### config.mk
export PLATFORM = sky130hd
export DESIGN_NAME = cdb_arbiter
export DESIGN_NICKNAME = d
export VERILOG_FILES = /design/src/rtl/cdb_arbiter.sv
export SDC_FILE = /design/constraint.sdc
export NUM_CORES = 2
export LEC_CHECK = 0
export CAP_MARGIN = 20
export CORE_ASPECT_RATIO = 0.7
export CORE_UTILIZATION = 25
export CTS_CLUSTER_DIAMETER = 200
export CTS_CLUSTER_SIZE = 8
export DETAILED_ROUTE_END_ITERATION = 10
export RECOVER_POWER = 100
export SYNTH_ARGS = -nofsm -noshare
export SYNTH_HDL_FRONTEND = slang
export SYNTH_SLANG_ARGS = --single-unit
### constraint.sdc
create_clock -name clock_i -period 13 [get_ports clock_i]
set_clock_uncertainty 0.2 [all_clocks]
set_input_delay 2.6 -clock clock_i [delete_from_list [all_inputs] [get_ports clock_i]]
set_output_delay 2.6 -clock clock_i [all_outputs]
set_load 0.05 [all_outputs]
### src/rtl/cdb_arbiter.sv
// Completion/writeback arbiter: one holding slot per FU, up to CDB_W slots
// broadcast per cycle in rotating-priority order with registered CDB outputs.
module cdb_arbiter #(
  parameter int NUM_FU = 8,
  parameter int CDB_W  = 3,
  parameter int PR_W   = 6,
  parameter int ROB_W  = 5,
  parameter int XLEN   = 32
) (
  input  logic                    clock_i,
  input  logic                    reset_i,
  input  logic                    squash_i,
  input  logic [NUM_FU-1:0]       fu_valid_i,
  input  logic [NUM_FU*PR_W-1:0]  fu_dest_pr_i,
  input  logic [NUM_FU*XLEN-1:0]  fu_value_i,
  input  logic [NUM_FU*ROB_W-1:0] fu_rob_entry_i,
  input  logic [NUM_FU-1:0]       fu_take_branch_i,
  input  logic [NUM_FU*XLEN-1:0]  fu_target_pc_i,
  output logic [NUM_FU-1:0]       fu_ready_o,
  output logic [CDB_W-1:0]        cdb_valid_o,
  output logic [CDB_W*PR_W-1:0]   cdb_pr_o,
  output logic [CDB_W*XLEN-1:0]   cdb_value_o,
  output logic [CDB_W*ROB_W-1:0]  complete_entry_o,
  output logic [CDB_W-1:0]        precise_state_valid_o,
  output logic [CDB_W*XLEN-1:0]   target_pc_o
);

  localparam int PTR_W = (NUM_FU > 1) ? $clog2(NUM_FU) : 1;
  localparam int CNT_W = $clog2(CDB_W + 1);

  logic             slot_valid_q [NUM_FU];
  logic [PR_W-1:0]  slot_pr_q    [NUM_FU];
  logic [XLEN-1:0]  slot_value_q [NUM_FU];
  logic [ROB_W-1:0] slot_rob_q   [NUM_FU];
  logic             slot_br_q    [NUM_FU];
  logic [XLEN-1:0]  slot_tgt_q   [NUM_FU];

  logic [PTR_W-1:0] ptr_q, ptr_d;
  logic [NUM_FU-1:0] grant;
  logic [NUM_FU-1:0] accept;
  logic [CDB_W-1:0]  lane_act;
  logic [PTR_W-1:0]  lane_sel [CDB_W];

  logic             cdb_valid_q [CDB_W];
  logic [PR_W-1:0]  cdb_pr_q    [CDB_W];
  logic [XLEN-1:0]  cdb_value_q [CDB_W];
  logic [ROB_W-1:0] cdb_rob_q   [CDB_W];
  logic             cdb_psv_q   [CDB_W];
  logic [XLEN-1:0]  cdb_tgt_q   [CDB_W];

  // Circular scan from ptr; the k-th valid slot found drives lane k.
  always_comb begin
    logic [CNT_W-1:0] cnt;
    logic [PTR_W-1:0] idx;
    grant    = '0;
    lane_act = '0;
    ptr_d    = ptr_q;
    cnt      = '0;
    idx      = '0;
    for (int l = 0; l < CDB_W; l++) lane_sel[l] = '0;
    for (int k = 0; k < NUM_FU; k++) begin
      idx = PTR_W'((int'(ptr_q) + k) % NUM_FU);
      if (slot_valid_q[idx] && (cnt < CNT_W'(CDB_W))) begin
        grant[idx]    = 1'b1;
        lane_sel[cnt] = idx;
        lane_act[cnt] = 1'b1;
        ptr_d         = PTR_W'((int'(idx) + 1) % NUM_FU);
        cnt           = cnt + CNT_W'(1);
      end
    end
  end

  always_ff @(posedge clock_i) begin
    if (reset_i || squash_i) ptr_q <= '0;
    else                     ptr_q <= ptr_d;
  end

  genvar gi;

  // A granted slot frees up this cycle, so its FU may refill it at the same edge.
  for (gi = 0; gi < NUM_FU; gi++) begin : g_slot
    assign fu_ready_o[gi] = ~slot_valid_q[gi] | grant[gi];
    assign accept[gi]     = fu_valid_i[gi] & fu_ready_o[gi];

    always_ff @(posedge clock_i) begin
      if (reset_i || squash_i) begin
        slot_valid_q[gi] <= 1'b0;
      end else if (accept[gi]) begin
        slot_valid_q[gi] <= 1'b1;
        slot_pr_q[gi]    <= fu_dest_pr_i[gi*PR_W +: PR_W];
        slot_value_q[gi] <= fu_value_i[gi*XLEN +: XLEN];
        slot_rob_q[gi]   <= fu_rob_entry_i[gi*ROB_W +: ROB_W];
        slot_br_q[gi]    <= fu_take_branch_i[gi];
        slot_tgt_q[gi]   <= fu_target_pc_i[gi*XLEN +: XLEN];
      end else if (grant[gi]) begin
        slot_valid_q[gi] <= 1'b0;
      end
    end
  end

  for (gi = 0; gi < CDB_W; gi++) begin : g_lane
    always_ff @(posedge clock_i) begin
      if (reset_i || squash_i || !lane_act[gi]) begin
        cdb_valid_q[gi] <= 1'b0;
        cdb_pr_q[gi]    <= '0;
        cdb_value_q[gi] <= '0;
        cdb_rob_q[gi]   <= '0;
        cdb_psv_q[gi]   <= 1'b0;
        cdb_tgt_q[gi]   <= '0;
      end else begin
        cdb_valid_q[gi] <= 1'b1;
        cdb_pr_q[gi]    <= slot_pr_q[lane_sel[gi]];
        cdb_value_q[gi] <= slot_value_q[lane_sel[gi]];
        cdb_rob_q[gi]   <= slot_rob_q[lane_sel[gi]];
        cdb_psv_q[gi]   <= slot_br_q[lane_sel[gi]];
        cdb_tgt_q[gi]   <= slot_br_q[lane_sel[gi]] ? slot_tgt_q[lane_sel[gi]] : '0;
      end
    end

    assign cdb_valid_o[gi]                     = cdb_valid_q[gi];
    assign cdb_pr_o[gi*PR_W +: PR_W]           = cdb_pr_q[gi];
    assign cdb_value_o[gi*XLEN +: XLEN]        = cdb_value_q[gi];
    assign complete_entry_o[gi*ROB_W +: ROB_W] = cdb_rob_q[gi];
    assign precise_state_valid_o[gi]           = cdb_psv_q[gi];
    assign target_pc_o[gi*XLEN +: XLEN]        = cdb_tgt_q[gi];
  end

endmodule
==> impl_metrics.csv <==
group,metric,value,unit
clock_network,clkLatencyLatePin,0.74,ns
grt,grt_max_degree,186,
synthesis,synth_common_cells,"nand2_1 (717), edfxtp_1 (616), mux2i_1 (458), dfxtp_1 (237), clkbuf_1 (232)",
setup_path,reg2reg_slack,0.63,ns
setup_path,startpoint_type,"flip-flop",
placement,place.gp.congestion,0.927,
timing,final.min_clock_period,12.44,ns
clock_network,htreeDepth,3,
setup_path,r2r_start,"ptr_q[1]$_SDFFE_PN0N_",
setup_path,cp-startpoint,"ptr_q[1]$_SDFFE_PN0N_",
route,drt_wl_total,222,mm
clock_network,cts.sinks,853,
placement,hpwl,142,mm
clock_network,cts_buffer_depth,3,
layout,final_nets,5415,
setup_path,crit_type,"reg2out",
synthesis,ys_types,101,
clock_network,cts.reportedPaths.clkPinSlew,0.08,ns
layout,multi_input_area,0.0214,mm2
timing,rsz0062_at_grt,"no",
setup_path,endpoint,"fu_ready_o[0]",
layout,drive_gt1_frac,0.109,
outcome,violations,"DRC, capacitance limit, slew limit",
route,drt_iter0_markers,5876,
placement,port_buffers,857,
setup_path,cp.required,10.20,ns
placement,placed_area,0.0579,mm2
clock_network,cts-root-buf,"clkbuf_16",
setup_path,crit_cells,30,
clock_network,hold_buffers,0,
timing,tightest_slew,3.85,ns
timing,slew_viol_final,622,
setup_path,cpMostUsedCell,"ha_1",
route,drtAntennaViolNets,0,
run,drv_cap,17,
grt,grt.overflow.total,0,
synthesis,ys_seq_area_frac,0.498,
setup_path,critical_path.max_stage_delay,0.66,ns
layout,ff_latch_area,0.0232,mm2
route,drtPass1Iterations,9,
floorplanning,die_y,363,um
route,vias,42200,
placement,post-place-ws,1.11,ns
clock_network,numCtsBuffers,116,
synthesis,synth_warnings,0,
grt,grt_use_total,0.223,
floorplanning,die_x,518,um
floorplanning,start_util,0.252,
setup_path,critPathBufInv,7,
synthesis,yosys_register_bits,853,
synthesis,synth_cells,4079,
floorplanning,die_area,0.188,mm2
timing,clock.fmax,0.0804,GHz
synthesis,synth_area,0.0466,mm2
setup_path,cp_max_fo,18,
layout,final_area,0.0609,mm2
layout,utilization,0.329,
route,drc,72,
synthesis,post_synth.cell_area_avg,11.4,um2
timing,hold_viol,0,
synthesis,yosysMostFrequentCell,"nand2_1",
grt,antenna_found_initial,91,
setup_path,critPathSlowestCell,"mux4_2",
synthesis,synth_flop_cell,"edfxtp_1",
layout,fillers,18300,
timing,setup_tns,0,ns
setup_path,cp-end-kind,"primary output",
floorplanning,io_pins,858,
synthesis,synth_edf_count,616,
setup_path,critical_path_arrival,9.64,ns
outcome,status,"finished with violations",
route,wl_per_cell,30.0,um
floorplanning,core_area,0.185,mm2
synthesis,synth_area_leaders,"edfxtp_1 (40%), dfxtp_1 (10%), mux2i_1 (9.8%)",
timing,setup_violations,0,
timing,fin_ws,0.560,ns
setup_path,critical-path-top-delay-family,"simple AND/OR/NAND/NOR gates",
setup_path,r2r_end,"cdb_tgt_q[1][21]$_SDFF_PP0_",
grt,grt_pass1_vias,40000,
timing,relSlewSlack,-1.57,
synthesis,synth_top_cell_area_share,0.397,
layout,syn2layout_area_growth,30.5,%
route,viasPerCell,5.70,
setup_path,reg2regPathDepth,31,
timing,finalCritPeriodShare,0.957,
floorplanning,row_count,132,
min_path,hp-class,"reg2reg",
clock_network,cts_tree,"done",
grt,grt_first_pass_wirelength,304,mm
synthesis,yosys.area.top_type,"edfxtp_1",
synthesis,async_flop_share,0,
synthesis,synth_nets,4728,
## cell usage in the layout (no fill, tap or decap), drive strengths merged, types with 84 or more instances in the layout
| cell type | instances |
|---|---|
| a32oi | 114 |
| o221a | 97 |
| mux4 | 97 |
| clkbuf | 248 |
| dfxtp | 237 |
| dlygate4sd3 | 839 |
| and3 | 84 |
| mux2i | 460 |
| edfxtp | 616 |
| nand3 | 104 |
| o21ai | 130 |
| nand2 | 717 |
## sequential cells by signal, summed over array words and instances, names as in the netlist, named ones only
name and cells:
slot_valid_q 8, slot_rob_q 40, slot_pr_q 48, ptr_q 3
slot_value_q 256, slot_tgt_q 256, cdb_tgt_q 96, slot_br_q 8
cdb_psv_q 3, cdb_value_q 96, cdb_valid_q 3, cdb_pr_q 18
cdb_rob_q 15
## layout make-up
type,instances,area share
Antenna cell,52,0.00214
Clock buffer,215,0.0546
Clock inverter,4,0.00158
Inverter,63,0.00392
Multi-Input combinational cell,2782,0.352
Sequential cell,853,0.382
Tap cell,2479,0.0509
Timing Repair Buffer,950,0.153
## metrics by stage
stage / std cells / hold WS, ns
after floorplan: 4079 / 0.430
after global placement: 7127 / 0.465
after detailed placement: 7127 / 0.465
after CTS: 7346 / 0.469
after global routing: 7385 / 0.507
final: 7398 / 0.485
## cell families (layout without fill, tap and decap cells)
family          Yosys count  count (layout)  synth area share
mux                     607             607             0.158
compound gates         1032            1032             0.184
other cells               0              52                 0
flops                   853             853             0.498
buf+inv                 444            1232            0.0436
simple gates           1105            1105             0.105
fa+ha+maj                30              30           0.00821
xor+xnor                  8               8           0.00182
## worst reg2reg max path: cells and delay by family (launching register included)
| kind | cells | cell delay, ns |
|---|---|---|
| flip-flops | 1 | 0.34 |
| adder cells (fa/ha/maj) | 6 | 1.90 |
| AO/OA/AOI/OAI | 11 | 4.21 |
| XOR/XNOR | 1 | 0.21 |
| multiplexers | 1 | 0.66 |
| buffers and inverters | 6 | 2.46 |
| AND/OR/NAND/NOR | 6 | 2.09 |
## routing by layer
metal  track usage  up-vias  share of wire
met3        0.0498      620           0.10
met1         0.299    21000           0.41
met5             0        -        0.00040
met4         0.114       14          0.049
li1              -    17500              -
met2         0.336     3092           0.44
## repair_timing
action,CTS,global route
setup endpoints to repair,0,8
setup buffers,0,0
gates resized for setup,0,5
## worst min-delay path by stage
stage                                     to  depth (start not counted)  slack, ns                          start
3_3_place_gp    cdb_value_q[0][8]$_SDFF_PP0_                          3       0.47   slot_value_q[3][8]$_DFFE_PP_
5_1_grt         cdb_value_q[1][6]$_SDFF_PP0_                          2       0.51   slot_value_q[5][6]$_DFFE_PP_
4_1_cts         cdb_value_q[1][6]$_SDFF_PP0_                          2       0.47   slot_value_q[5][6]$_DFFE_PP_
3_5_place_dp    cdb_value_q[1][6]$_SDFF_PP0_                          2       0.47   slot_value_q[5][6]$_DFFE_PP_
2_1_floorplan  cdb_value_q[1][29]$_SDFF_PP0_                          2       0.43  slot_value_q[5][29]$_DFFE_PP_
6_report        cdb_value_q[0][4]$_SDFF_PP0_                          3       0.48   slot_value_q[2][4]$_DFFE_PP_
Power is left out: the tool's default activity adds up to more than one toggle a clock period on the data nets, which glitch-free logic cannot reach.
